**config.mk**
```make
export PLATFORM = sky130hd
export DESIGN_NAME = ex_div_flat
export DESIGN_NICKNAME = d
export VERILOG_FILES = /design/src/rtl/ex_div_pkg.sv /design/src/rtl/ex_div_if.sv /design/src/rtl/ex_div_iter.sv /design/src/rtl/ex_div.sv /design/src/flat_wrapper.sv
export SDC_FILE = /design/constraint.sdc
export NUM_CORES = 1
export LEC_CHECK = 0
export BUFFER_PORTS_ARGS = -buffer_cell sky130_fd_sc_hd__buf_2
export CAP_MARGIN = 20
export CORE_ASPECT_RATIO = 0.75
export CORE_MARGIN = 2
export CORE_UTILIZATION = 40
export DETAILED_ROUTE_END_ITERATION = 6
export MAX_ROUTING_LAYER = met4
export SKIP_LAST_GASP = 1
export SYNTH_ARGS = -nofsm -noshare
export SYNTH_HDL_FRONTEND = slang
export SYNTH_SLANG_ARGS = --single-unit
```
**constraint.sdc**
```tcl
create_clock -name clk -period 3.85 [get_ports clk]
set_input_delay 0.5775 -clock clk [delete_from_list [all_inputs] [get_ports clk]]
set_output_delay 0.5775 -clock clk [all_outputs]
set_load 0.01 [all_outputs]
```
**src/rtl/ex_div_pkg.sv**
```systemverilog
// rtl/ex_div_pkg.sv - RV32M divide decode constants, FSM encodings and latched op context
package ex_div_pkg;

    localparam int INSTR_WIDTH   = 32;
    localparam int REG_IDX_WIDTH = 5;

    localparam logic [6:0] OPC_OP     = 7'b0110011;
    localparam logic [6:0] F7_MULDIV  = 7'b0000001;
    localparam logic [2:0] F3_DIV     = 3'b100;
    localparam logic [2:0] F3_DIVU    = 3'b101;
    localparam logic [2:0] F3_REM     = 3'b110;
    localparam logic [2:0] F3_REMU    = 3'b111;

    localparam logic [1:0] DIV_IDLE = 2'd0;
    localparam logic [1:0] DIV_CALC = 2'd1;
    localparam logic [1:0] DIV_DONE = 2'd2;

    typedef struct packed {
        logic quo_neg;
        logic rem_neg;
        logic is_rem;
        logic div0;
        logic ovf;
    } div_ctx_t;

endpackage

```
**src/rtl/ex_div_if.sv**
```systemverilog
// rtl/ex_div_if.sv - ID/EX operand bundle into the divider and result/stall bundle back out
interface ex_div_if #(
    parameter int XLEN = 32
);
    import ex_div_pkg::*;

    logic [INSTR_WIDTH-1:0]   id_ex_instr;
    logic [XLEN-1:0]          id_ex_rs1_rdata;
    logic [XLEN-1:0]          id_ex_rs2_rdata;
    logic [REG_IDX_WIDTH-1:0] id_ex_rd_idx;
    logic                     div_stall;
    logic                     div_valid;
    logic [XLEN-1:0]          div_result;
    logic [REG_IDX_WIDTH-1:0] div_rd_idx;

    modport master (
        output id_ex_instr, id_ex_rs1_rdata, id_ex_rs2_rdata, id_ex_rd_idx,
        input  div_stall, div_valid, div_result, div_rd_idx
    );

    modport slave (
        input  id_ex_instr, id_ex_rs1_rdata, id_ex_rs2_rdata, id_ex_rd_idx,
        output div_stall, div_valid, div_result, div_rd_idx
    );
endinterface

```
**src/rtl/ex_div_iter.sv**
```systemverilog
// rtl/ex_div_iter.sv - radix-2 restoring shift-subtract datapath on unsigned magnitudes
module ex_div_iter #(
    parameter int XLEN  = 32,
    parameter int CNT_W = 5
) (
    input  logic            clk,
    input  logic            rst_n,
    input  logic            start_i,
    input  logic            run_i,
    input  logic [XLEN-1:0] dividend_i,
    input  logic [XLEN-1:0] divisor_i,
    output logic            done_o,
    output logic [XLEN-1:0] quo_o,
    output logic [XLEN-1:0] rem_o
);
    logic [XLEN-1:0]  rem_q, rem_d;
    logic [XLEN-1:0]  quo_q, quo_d;
    logic [XLEN-1:0]  dvs_q, dvs_d;
    logic [CNT_W-1:0] cnt_q, cnt_d;
    logic [XLEN:0]    rem_sh;
    logic [XLEN:0]    trial;

    always_comb begin
        rem_sh = {rem_q, quo_q[XLEN-1]};
        // One extra bit so the borrow out of the trial subtract is the sign.
        trial  = rem_sh - {1'b0, dvs_q};
        rem_d  = rem_q;
        quo_d  = quo_q;
        dvs_d  = dvs_q;
        cnt_d  = cnt_q;
        if (start_i) begin
            rem_d = '0;
            quo_d = dividend_i;
            dvs_d = divisor_i;
            cnt_d = '0;
        end else if (run_i) begin
            cnt_d = cnt_q + 1'b1;
            if (!trial[XLEN]) begin
                rem_d = trial[XLEN-1:0];
                quo_d = {quo_q[XLEN-2:0], 1'b1};
            end else begin
                rem_d = rem_sh[XLEN-1:0];
                quo_d = {quo_q[XLEN-2:0], 1'b0};
            end
        end
    end

    always_ff @(posedge clk or negedge rst_n) begin
        if (!rst_n) begin
            rem_q <= '0;
            quo_q <= '0;
            dvs_q <= '0;
            cnt_q <= '0;
        end else begin
            rem_q <= rem_d;
            quo_q <= quo_d;
            dvs_q <= dvs_d;
            cnt_q <= cnt_d;
        end
    end

    assign done_o = run_i && (cnt_q == CNT_W'(XLEN - 1));
    assign quo_o  = quo_q;
    assign rem_o  = rem_q;

endmodule

```
**src/rtl/ex_div.sv**
```systemverilog
// rtl/ex_div.sv - EX-stage iterative RV32M divider; RISCX_DIV_EARLY_OUT_EN skips iterations for div-by-zero/overflow
module ex_div
    import ex_div_pkg::*;
#(
    parameter int XLEN  = 32,
    parameter int CNT_W = 5
) (
    input  logic     clk,
    input  logic     rst_n,
    input  logic     flush_i,
    ex_div_if.slave  bus
);
    logic [6:0] opcode;
    logic [6:0] funct7;
    logic [2:0] funct3;
    logic       unused_instr_bits;

    assign opcode            = bus.id_ex_instr[6:0];
    assign funct3            = bus.id_ex_instr[14:12];
    assign funct7            = bus.id_ex_instr[31:25];
    assign unused_instr_bits = ^{bus.id_ex_instr[24:15], bus.id_ex_instr[11:7]};

    logic            is_div, op_signed, a_neg, b_neg, div0, ovf;
    logic [XLEN-1:0] a, b, a_mag, b_mag;

    always_comb begin
        a         = bus.id_ex_rs1_rdata;
        b         = bus.id_ex_rs2_rdata;
        is_div    = (opcode == OPC_OP) && (funct7 == F7_MULDIV) && funct3[2];
        op_signed = (funct3 == F3_DIV) || (funct3 == F3_REM);
        a_neg     = op_signed && a[XLEN-1];
        b_neg     = op_signed && b[XLEN-1];
        a_mag     = a_neg ? -a : a;
        b_mag     = b_neg ? -b : b;
        div0      = (b == '0);
        ovf       = op_signed && (a == {1'b1, {(XLEN-1){1'b0}}}) && (b == '1);
    end

    logic [1:0]               state_q, state_d;
    div_ctx_t                 ctx_q, ctx_d;
    logic [XLEN-1:0]          dividend_q, dividend_d;
    logic [REG_IDX_WIDTH-1:0] rd_q, rd_d;
    logic [XLEN-1:0]          res_hold_q, res_hold_d;
    logic [REG_IDX_WIDTH-1:0] rd_hold_q, rd_hold_d;
    logic                     start, run, iter_done;
    logic [XLEN-1:0]          iter_quo, iter_rem;

    always_comb begin
        state_d    = state_q;
        ctx_d      = ctx_q;
        dividend_d = dividend_q;
        rd_d       = rd_q;
        start      = 1'b0;
        run        = 1'b0;
        case (state_q)
            DIV_IDLE: begin
                if (is_div && !flush_i) begin
                    start      = 1'b1;
                    dividend_d = a;
                    rd_d       = bus.id_ex_rd_idx;
                    ctx_d      = '{quo_neg: a_neg ^ b_neg, rem_neg: a_neg,
                                   is_rem: funct3[1], div0: div0, ovf: ovf};
`ifdef RISCX_DIV_EARLY_OUT_EN
                    state_d    = (div0 || ovf) ? DIV_DONE : DIV_CALC;
`else
                    state_d    = DIV_CALC;
`endif
                end
            end
            DIV_CALC: begin
                run = !flush_i;
                if (iter_done) state_d = DIV_DONE;
            end
            DIV_DONE: state_d = DIV_IDLE;
            default:  state_d = DIV_IDLE;
        endcase
        if (flush_i) state_d = DIV_IDLE;
    end

    ex_div_iter #(.XLEN(XLEN), .CNT_W(CNT_W)) u_iter (
        .clk        (clk),
        .rst_n      (rst_n),
        .start_i    (start),
        .run_i      (run),
        .dividend_i (a_mag),
        .divisor_i  (b_mag),
        .done_o     (iter_done),
        .quo_o      (iter_quo),
        .rem_o      (iter_rem)
    );

    logic [XLEN-1:0] quo_fix, rem_fix, result_now;
    logic            fire;

    // Special cases override whatever the iterator left behind.
    always_comb begin
        quo_fix = ctx_q.quo_neg ? -iter_quo : iter_quo;
        rem_fix = ctx_q.rem_neg ? -iter_rem : iter_rem;
        if (ctx_q.div0) begin
            quo_fix = '1;
            rem_fix = dividend_q;
        end else if (ctx_q.ovf) begin
            quo_fix = dividend_q;
            rem_fix = '0;
        end
        result_now = ctx_q.is_rem ? rem_fix : quo_fix;
        fire       = (state_q == DIV_DONE) && !flush_i;
        res_hold_d = fire ? result_now : res_hold_q;
        rd_hold_d  = fire ? rd_q : rd_hold_q;
    end

    always_ff @(posedge clk or negedge rst_n) begin
        if (!rst_n) begin
            state_q    <= DIV_IDLE;
            ctx_q      <= '0;
            dividend_q <= '0;
            rd_q       <= '0;
            res_hold_q <= '0;
            rd_hold_q  <= '0;
        end else begin
            state_q    <= state_d;
            ctx_q      <= ctx_d;
            dividend_q <= dividend_d;
            rd_q       <= rd_d;
            res_hold_q <= res_hold_d;
            rd_hold_q  <= rd_hold_d;
        end
    end

    always_comb begin
        bus.div_stall = 1'b0;
        case (state_q)
            DIV_IDLE: bus.div_stall = is_div && !flush_i;
            DIV_CALC: bus.div_stall = !flush_i;
            default:  bus.div_stall = 1'b0;
        endcase
        if (!rst_n) bus.div_stall = 1'b0;
    end

    assign bus.div_valid  = fire;
    assign bus.div_result = fire ? result_now : res_hold_q;
    assign bus.div_rd_idx = fire ? rd_q : rd_hold_q;

endmodule
```
**src/flat_wrapper.sv**
```systemverilog
// flat-port wrapper written by rule: the top's interface ports become plain ports
module ex_div_flat import ex_div_pkg::*;
#(
    parameter int XLEN  = 32,
    parameter int CNT_W = 5
)
  (clk, rst_n, flush_i, bus_id_ex_instr, bus_id_ex_rs1_rdata, bus_id_ex_rs2_rdata, bus_id_ex_rd_idx, bus_div_stall, bus_div_valid, bus_div_result, bus_div_rd_idx);
  ex_div_if #(.XLEN(XLEN)) bus_i ();
  input  logic clk;
  input  logic rst_n;
  input  logic flush_i;
  input wire logic [$bits(bus_i.id_ex_instr)-1:0] bus_id_ex_instr;
  input wire logic [$bits(bus_i.id_ex_rs1_rdata)-1:0] bus_id_ex_rs1_rdata;
  input wire logic [$bits(bus_i.id_ex_rs2_rdata)-1:0] bus_id_ex_rs2_rdata;
  input wire logic [$bits(bus_i.id_ex_rd_idx)-1:0] bus_id_ex_rd_idx;
  output wire logic [$bits(bus_i.div_stall)-1:0] bus_div_stall;
  output wire logic [$bits(bus_i.div_valid)-1:0] bus_div_valid;
  output wire logic [$bits(bus_i.div_result)-1:0] bus_div_result;
  output wire logic [$bits(bus_i.div_rd_idx)-1:0] bus_div_rd_idx;
  assign bus_i.id_ex_instr = bus_id_ex_instr;
  assign bus_i.id_ex_rs1_rdata = bus_id_ex_rs1_rdata;
  assign bus_i.id_ex_rs2_rdata = bus_id_ex_rs2_rdata;
  assign bus_i.id_ex_rd_idx = bus_id_ex_rd_idx;
  assign bus_div_stall = bus_i.div_stall;
  assign bus_div_valid = bus_i.div_valid;
  assign bus_div_result = bus_i.div_result;
  assign bus_div_rd_idx = bus_i.div_rd_idx;
  ex_div #(.XLEN(XLEN), .CNT_W(CNT_W)) u_core (.clk(clk), .rst_n(rst_n), .flush_i(flush_i), .bus(bus_i));
endmodule
```
## Word level (Yosys, flattened, before mapping)

Index checks and enable logic that the tools add are counted.

- Register bits after elaboration: 182
- Input bits: 104

- Equality and inequality tests: 11
- Bitwise gates (word level): 1
- $add $sub $neg: 6
- Reduce and logical (&&, ||, !) cells: 16
- Mux-type cells: 28

Operator list:

| kind | number |
|---|---|
| two-way mux 32 bit | 15 |
| negation 32 bit | 4 |
| equality test 32 bit, second input constant | 2 |
| subtractor 33 x 32 -> 33 bit | 1 |
| logical NOT 32 bit | 1 |
| two-way mux 5 bit | 3 |
| logical AND 1 bit | 9 |
| equality test 7 x 1 -> 1 bit, second input constant | 1 |
| equality test 7 x 6 -> 1 bit, second input constant | 1 |
| equality test 3 bit, second input constant | 2 |
| two-way mux 2 bit | 3 |
| != test 3 x 2 -> 1 bit, second input constant | 2 |
| adder 5 x 1 -> 5 bit, second input constant | 1 |
| equality test 5 bit, second input constant | 1 |
| two-way mux 1 bit | 5 |
| one-hot mux 2 bit (2 select lines) | 1 |
| AND reduction 2 bit | 2 |
| equality test 2 x 1 -> 1 bit, second input constant | 1 |
| equality test 2 bit, second input constant | 1 |
| logical NOT 2 bit | 1 |
| one-hot mux 1 bit (2 select lines) | 1 |
| nonzero test 2 bit | 1 |
| logical NOT 1 bit | 1 |
| logical OR 1 bit | 1 |
| XOR 1 bit | 1 |

## Logic depth before layout (Yosys ltp)

- Word-level depth: 7
- Depth in mapped cells: 13
- Depth with buffers taken out: 12

## Modules after synthesis

Synthesis repeated with hierarchy kept, for this count alone.

- Cells, all modules: 1528
- Area, all modules: 13086.3 um^2

By module, submodules not included:

| module | area an instance (um^2) | instances | cells an instance | seq. area each (um^2) |
|---|---|---|---|---|
| ex_div | 6742.7 | 1 | 809 | 2026.9 |
| ex_div_iter | 6343.6 | 1 | 719 | 2527.4 |

## Least setup slack after synthesis

OpenSTA, ideal clock, no wires.

- Kind: register to output
- From: register u_core.u_iter.quo_q[16] (netlist: u_core.u_iter.quo_o[16])
- To: output bus_div_result[29]
- Arrival: 2746 ps
- Stages on the path, launching flop included: 10
- Slack: 527 ps
- Data required time: 3273 ps
- Buffers on the path: 0
- Cell sequence: dfrtp_1 -> or4_1 -> nor4_2 -> nand4_1 -> or4_1 -> o31ai_1 -> xor2_1 -> nor2_1 -> a21oi_1 -> a221oi_1

- Cells in the longest elaborated chain, start to end: 6

RTL lines:

| what | RTL line | text |
|---|---|---|
| start: declaration | ex_div_iter.sv:17 | `logic [XLEN-1:0] quo_q, quo_d;` |
| start signal: assignment | ex_div_iter.sv:56 | `quo_q <= quo_d;` |
| negation 32 bit | ex_div.sv:97 | `quo_fix = ctx_q.quo_neg ? -iter_quo : iter_quo;` |
| two-way mux 32 bit | ex_div.sv:97 |  |
| two-way mux 32 bit | ex_div.sv:102 | `end else if (ctx_q.ovf) begin` |
| two-way mux 32 bit | ex_div.sv:99 | `if (ctx_q.div0) begin` |
| two-way mux 32 bit | ex_div.sv:106 | `result_now = ctx_q.is_rem ? rem_fix : quo_fix;` |
| two-way mux 32 bit | ex_div.sv:141 | `assign bus.div_result = fire ? result_now : res_hold_q;` |
| end: declaration | flat_wrapper.sv:18 | `output wire logic [$bits(bus_i.div_result)-1:0] bus_div_result;` |

No other way between the ends.

## Final worst setup path

- From: register u_core.u_iter.quo_q[10] (netlist: u_core.u_iter.quo_o[10])
- To: output bus_div_result[31]

Same word-level chain as after synthesis.

==> results.yml <==
outcome:
  outcome: "finished with violations"
  failed_checks: "design-rule violations, negative setup slack"
logic_synthesis:
  yosysMostFrequentCell: "nand2_1"
  synth_warnings: 0
  synth_area_sq_mm: 0.0126
  synth-edff-count: 0
  syn_inst: 1551
  synth_top_cell_by_area: "dfrtp_1"
  yosys.cell_types.count: 75
  synthTopCellsByArea: "dfrtp_1, nand2_1, xor2_1"
  synthTopCellsByCount: "nand2_1, dfrtp_1, o21ai_0"
  yosysSeqAreaShare: 0.360
  netlist.area_leader.share: 0.360
  synth_flop_cell: "dfrtp_1"
  async_flop_share: 1.00
  syn_nets: 1695
  ys_ff_latch: 182
  syn_avg_cell_area_sq_um: 8.15
clocking:
  cts_tree: "done"
  cts_max_level: 4
  clock_sinks: 182
  cts_buffers: 17
  cts_buffer_depth: 2
  ctsHoldBuffers: 0
  clk_pin_slew_ns: 0.07
  clk_latency_ns: 0.46
  clockRootBuffer: "clkbuf_16"
worst_setup_path:
  crit_arrival_ns: 3.36
  cp_top_family: "simple AND/OR/NAND/NOR gates"
  path_max_fanout: 4
  crit_path_start_kind: "register"
  slowest_stage: "or4_4"
  critPathMaxStageDelay_ns: 0.58
  crit_chain: "or4_4 > nor3_4 > nand4_1 > or4_4 > buf_6 > o31ai_4 > xnor2_1 > o211ai_1 > a21oi_1 > buf_4 > buf_6"
  reg2reg_slack_ns: 0.17
  crit_type: "register to output pin"
  crit_buf_inv: 3
  end_kind: "output pin"
  cp.required_ns: 3.27
  worst_r2r_startpoint: "u_core.u_iter.quo_o[31]$_DFFE_PN0N_"
  reg2reg_to: "u_core.u_iter.rem_o[23]$_DFFE_PN0N_"
  ff2ff_path_depth: 12
grt:
  grt_max_degree: 147
  grt_overflow: 0
  grt_use_total: 0.247
  grtUsageMet3: 0.0480
  grt_pass1_wl_microns: 62000
  use_met1: 0.349
  globalRouteMet2Util: 0.362
  grt_antenna_before_repair: 1
  grt_busiest_layer: "met2"
  grt_pass1_vias: 11100
power:
  comb_power_share: 0.061
  p_int_mw: 2.86
  p_clk_frac: 0.445
  p_switching_mw: 1.01
  swShare: 0.262
  p_per_area_mw_per_mm2: 262
  ir_drop_uv: 243
  p_leak_nw: 6.91
  sequentialPowerShare: 0.494
run:
  max_cap_viol_count: 0
placed_design:
  dp_hpwl_microns: 28000
  port_buffers: 127
  place.gp.congestion: 0.923
cells_and_area:
  final_nets: 1818
  multiInputGateArea_sq_mm: 0.00774
  areaGrowthSynthToFinish_pct: 17.0
  seq_area_sq_mm: 0.00456
  drive_gt1_frac: 0.171
  fillCellCount: 3035
timing:
  hold_viol: 0
  finalSetupViolCount: 4
  final.setup.tns_ns: -0.236
  fin_crit_ns: 3.93
  max_freq_mhz: 254
  rsz0062_at_grt: "yes"
  hold_ws_ns: 0.0215
  finalWorstSetupSlack_ns: -0.0844
  tightest_slew_ns: 0.949
  maxSlewHeadroom: 0.363
  finalMaxSlewViolations: 0
  fin_skew_ns: 0.0116
  timing.final.crit_share: 1.02
die:
  die_w_microns: 209
  start_util: 0.405
  die_area_sq_mm: 0.0330
  fp.coreArea_sq_mm: 0.0312
  die_y_microns: 158
  ios: 143
  rows: 56
detailed_routing:
  wl_per_cell_microns: 18.7
  detail_route.first_pass.iterations: 7
  ant_nets: 0
  drt_iter0_markers: 1010
  viasPerCell: 5.72
  vias: 12000
  drc_errors: 10
  routed_wl_microns: 39100
worst_hold_path:
  min_path_type: "input pin to asynchronous set/reset pin"
stage by stage:
step / util / cell area (sq um) / std cells / setup slack, ns / power [mW]
2_1_floorplan: - / 12600 / 1551 / 0.527 / 2.04
3_3_place_gp: 0.447 / 14000 / 2056 / 0.115 / 2.18
3_5_place_dp: 0.447 / 14000 / 2056 / 0.0447 / 2.18
4_1_cts: 0.470 / 14700 / 2091 / -0.148 / 3.90
5_1_grt: 0.474 / 14800 / 2094 / -0.277 / 4.02
6_report: 0.474 / 14800 / 2094 / -0.0844 / 3.87
layer usage:
| metal | up-vias | routed length (microns) |
|---|---|---|
| li1 | 5792 | - |
| met1 | 5767 | 18900 |
| met2 | 376 | 17000 |
| met3 | 42 | 2570 |
| met4 | 0 | 622 |
| met5 | - | 0 |
area by class of cell:
| type | count | share of cell area |
|---|---|---|
| diodes | 1 | 0.000169 |
| clock buffers | 18 | 0.0297 |
| clock inverters | 14 | 0.00779 |
| inverters | 56 | 0.0142 |
| multi-input cells | 1225 | 0.524 |
| flip-flops and latches | 182 | 0.308 |
| well taps | 406 | 0.0344 |
| repair buffers | 192 | 0.0815 |
cells by family (layout without fill, tap and decap cells):
group / count (synthesis) / count (layout) / share of synthesized area
buffers and inverters: 144 / 280 / 0.0451
other: 0 / 1 / 0
DFF: 182 / 182 / 0.360
muxes: 34 / 34 / 0.0278
AOI/OAI and AO/OA: 420 / 420 / 0.213
and+or+nand+nor: 585 / 585 / 0.212
xor gates and xnor gates: 146 / 146 / 0.101
adders and majority gates: 40 / 40 / 0.0402
worst reg2reg max path, delay by kind of cell (launching register included):
kind                       cells  cell delay [ns]
AOI/OAI and AO/OA              6             1.48
adders and majority gates      2             0.65
buffers and inverters          1             0.14
DFF                            1             0.39
and+or+nand+nor                3             0.92
flip-flops by register name, summed over array words and instances (netlist names), 32 cells and up:
| register | flops |
|---|---|
| u_core.dividend_q | 32 |
| u_core.res_hold_q | 32 |
| u_core.u_iter.dvs_q | 32 |
| u_core.u_iter.quo_o | 32 |
| u_core.u_iter.rem_o | 32 |
power groups by stage:
stage,clock network (mW),registers (mW),logic (mW)
after floorplan,0,1.95,0.0858
after global placement,0,1.95,0.233
after detailed placement,0,1.95,0.235
after CTS,1.75,1.91,0.238
after global routing,1.84,1.91,0.264
final,1.72,1.91,0.236
cells in the final DEF, fill, tap and decap left out, drive strengths merged, types with 16 or more instances in the layout:
cell type,instances
xnor2,71
nor2,100
nand2,306
o21ai,134
a31oi,32
a21oi,79
o31ai,27
nor3,23
o22ai,23
clkbuf,19
nand3,36
ha,39
nand4,16
nand2b,28
inv,63
a21o,22
or4,18
nor4,20
xor2,75
dfrtp,182
mux2i,25
buf,191
worst max-delay path by stage:
stage / start / endpoint / slack (ns) / cells past startpoint
floorplan: u_core.u_iter.quo_o[16]$_DFFE_PN0N_ / bus_div_result[29] / 0.53 / 9
global placement: u_core.u_iter.quo_o[10]$_DFFE_PN0N_ / bus_div_result[29] / 0.12 / 10
detailed placement: u_core.u_iter.quo_o[10]$_DFFE_PN0N_ / bus_div_result[30] / 0.04 / 10
CTS: u_core.u_iter.quo_o[16]$_DFFE_PN0N_ / bus_div_result[31] / -0.15 / 11
global route: u_core.u_iter.quo_o[10]$_DFFE_PN0N_ / bus_div_result[31] / -0.28 / 11
finish: u_core.u_iter.quo_o[10]$_DFFE_PN0N_ / bus_div_result[31] / -0.08 / 11
repair_timing:
action	4_1_cts	5_1_grt
endpoints found under the hold margin	0	0
resized for setup	26	24
pin swaps	9	14
setup buffers	3	2
setup endpoints to repair	11	18
gates cloned	0	0
Power figures use the tool's default switching activity.
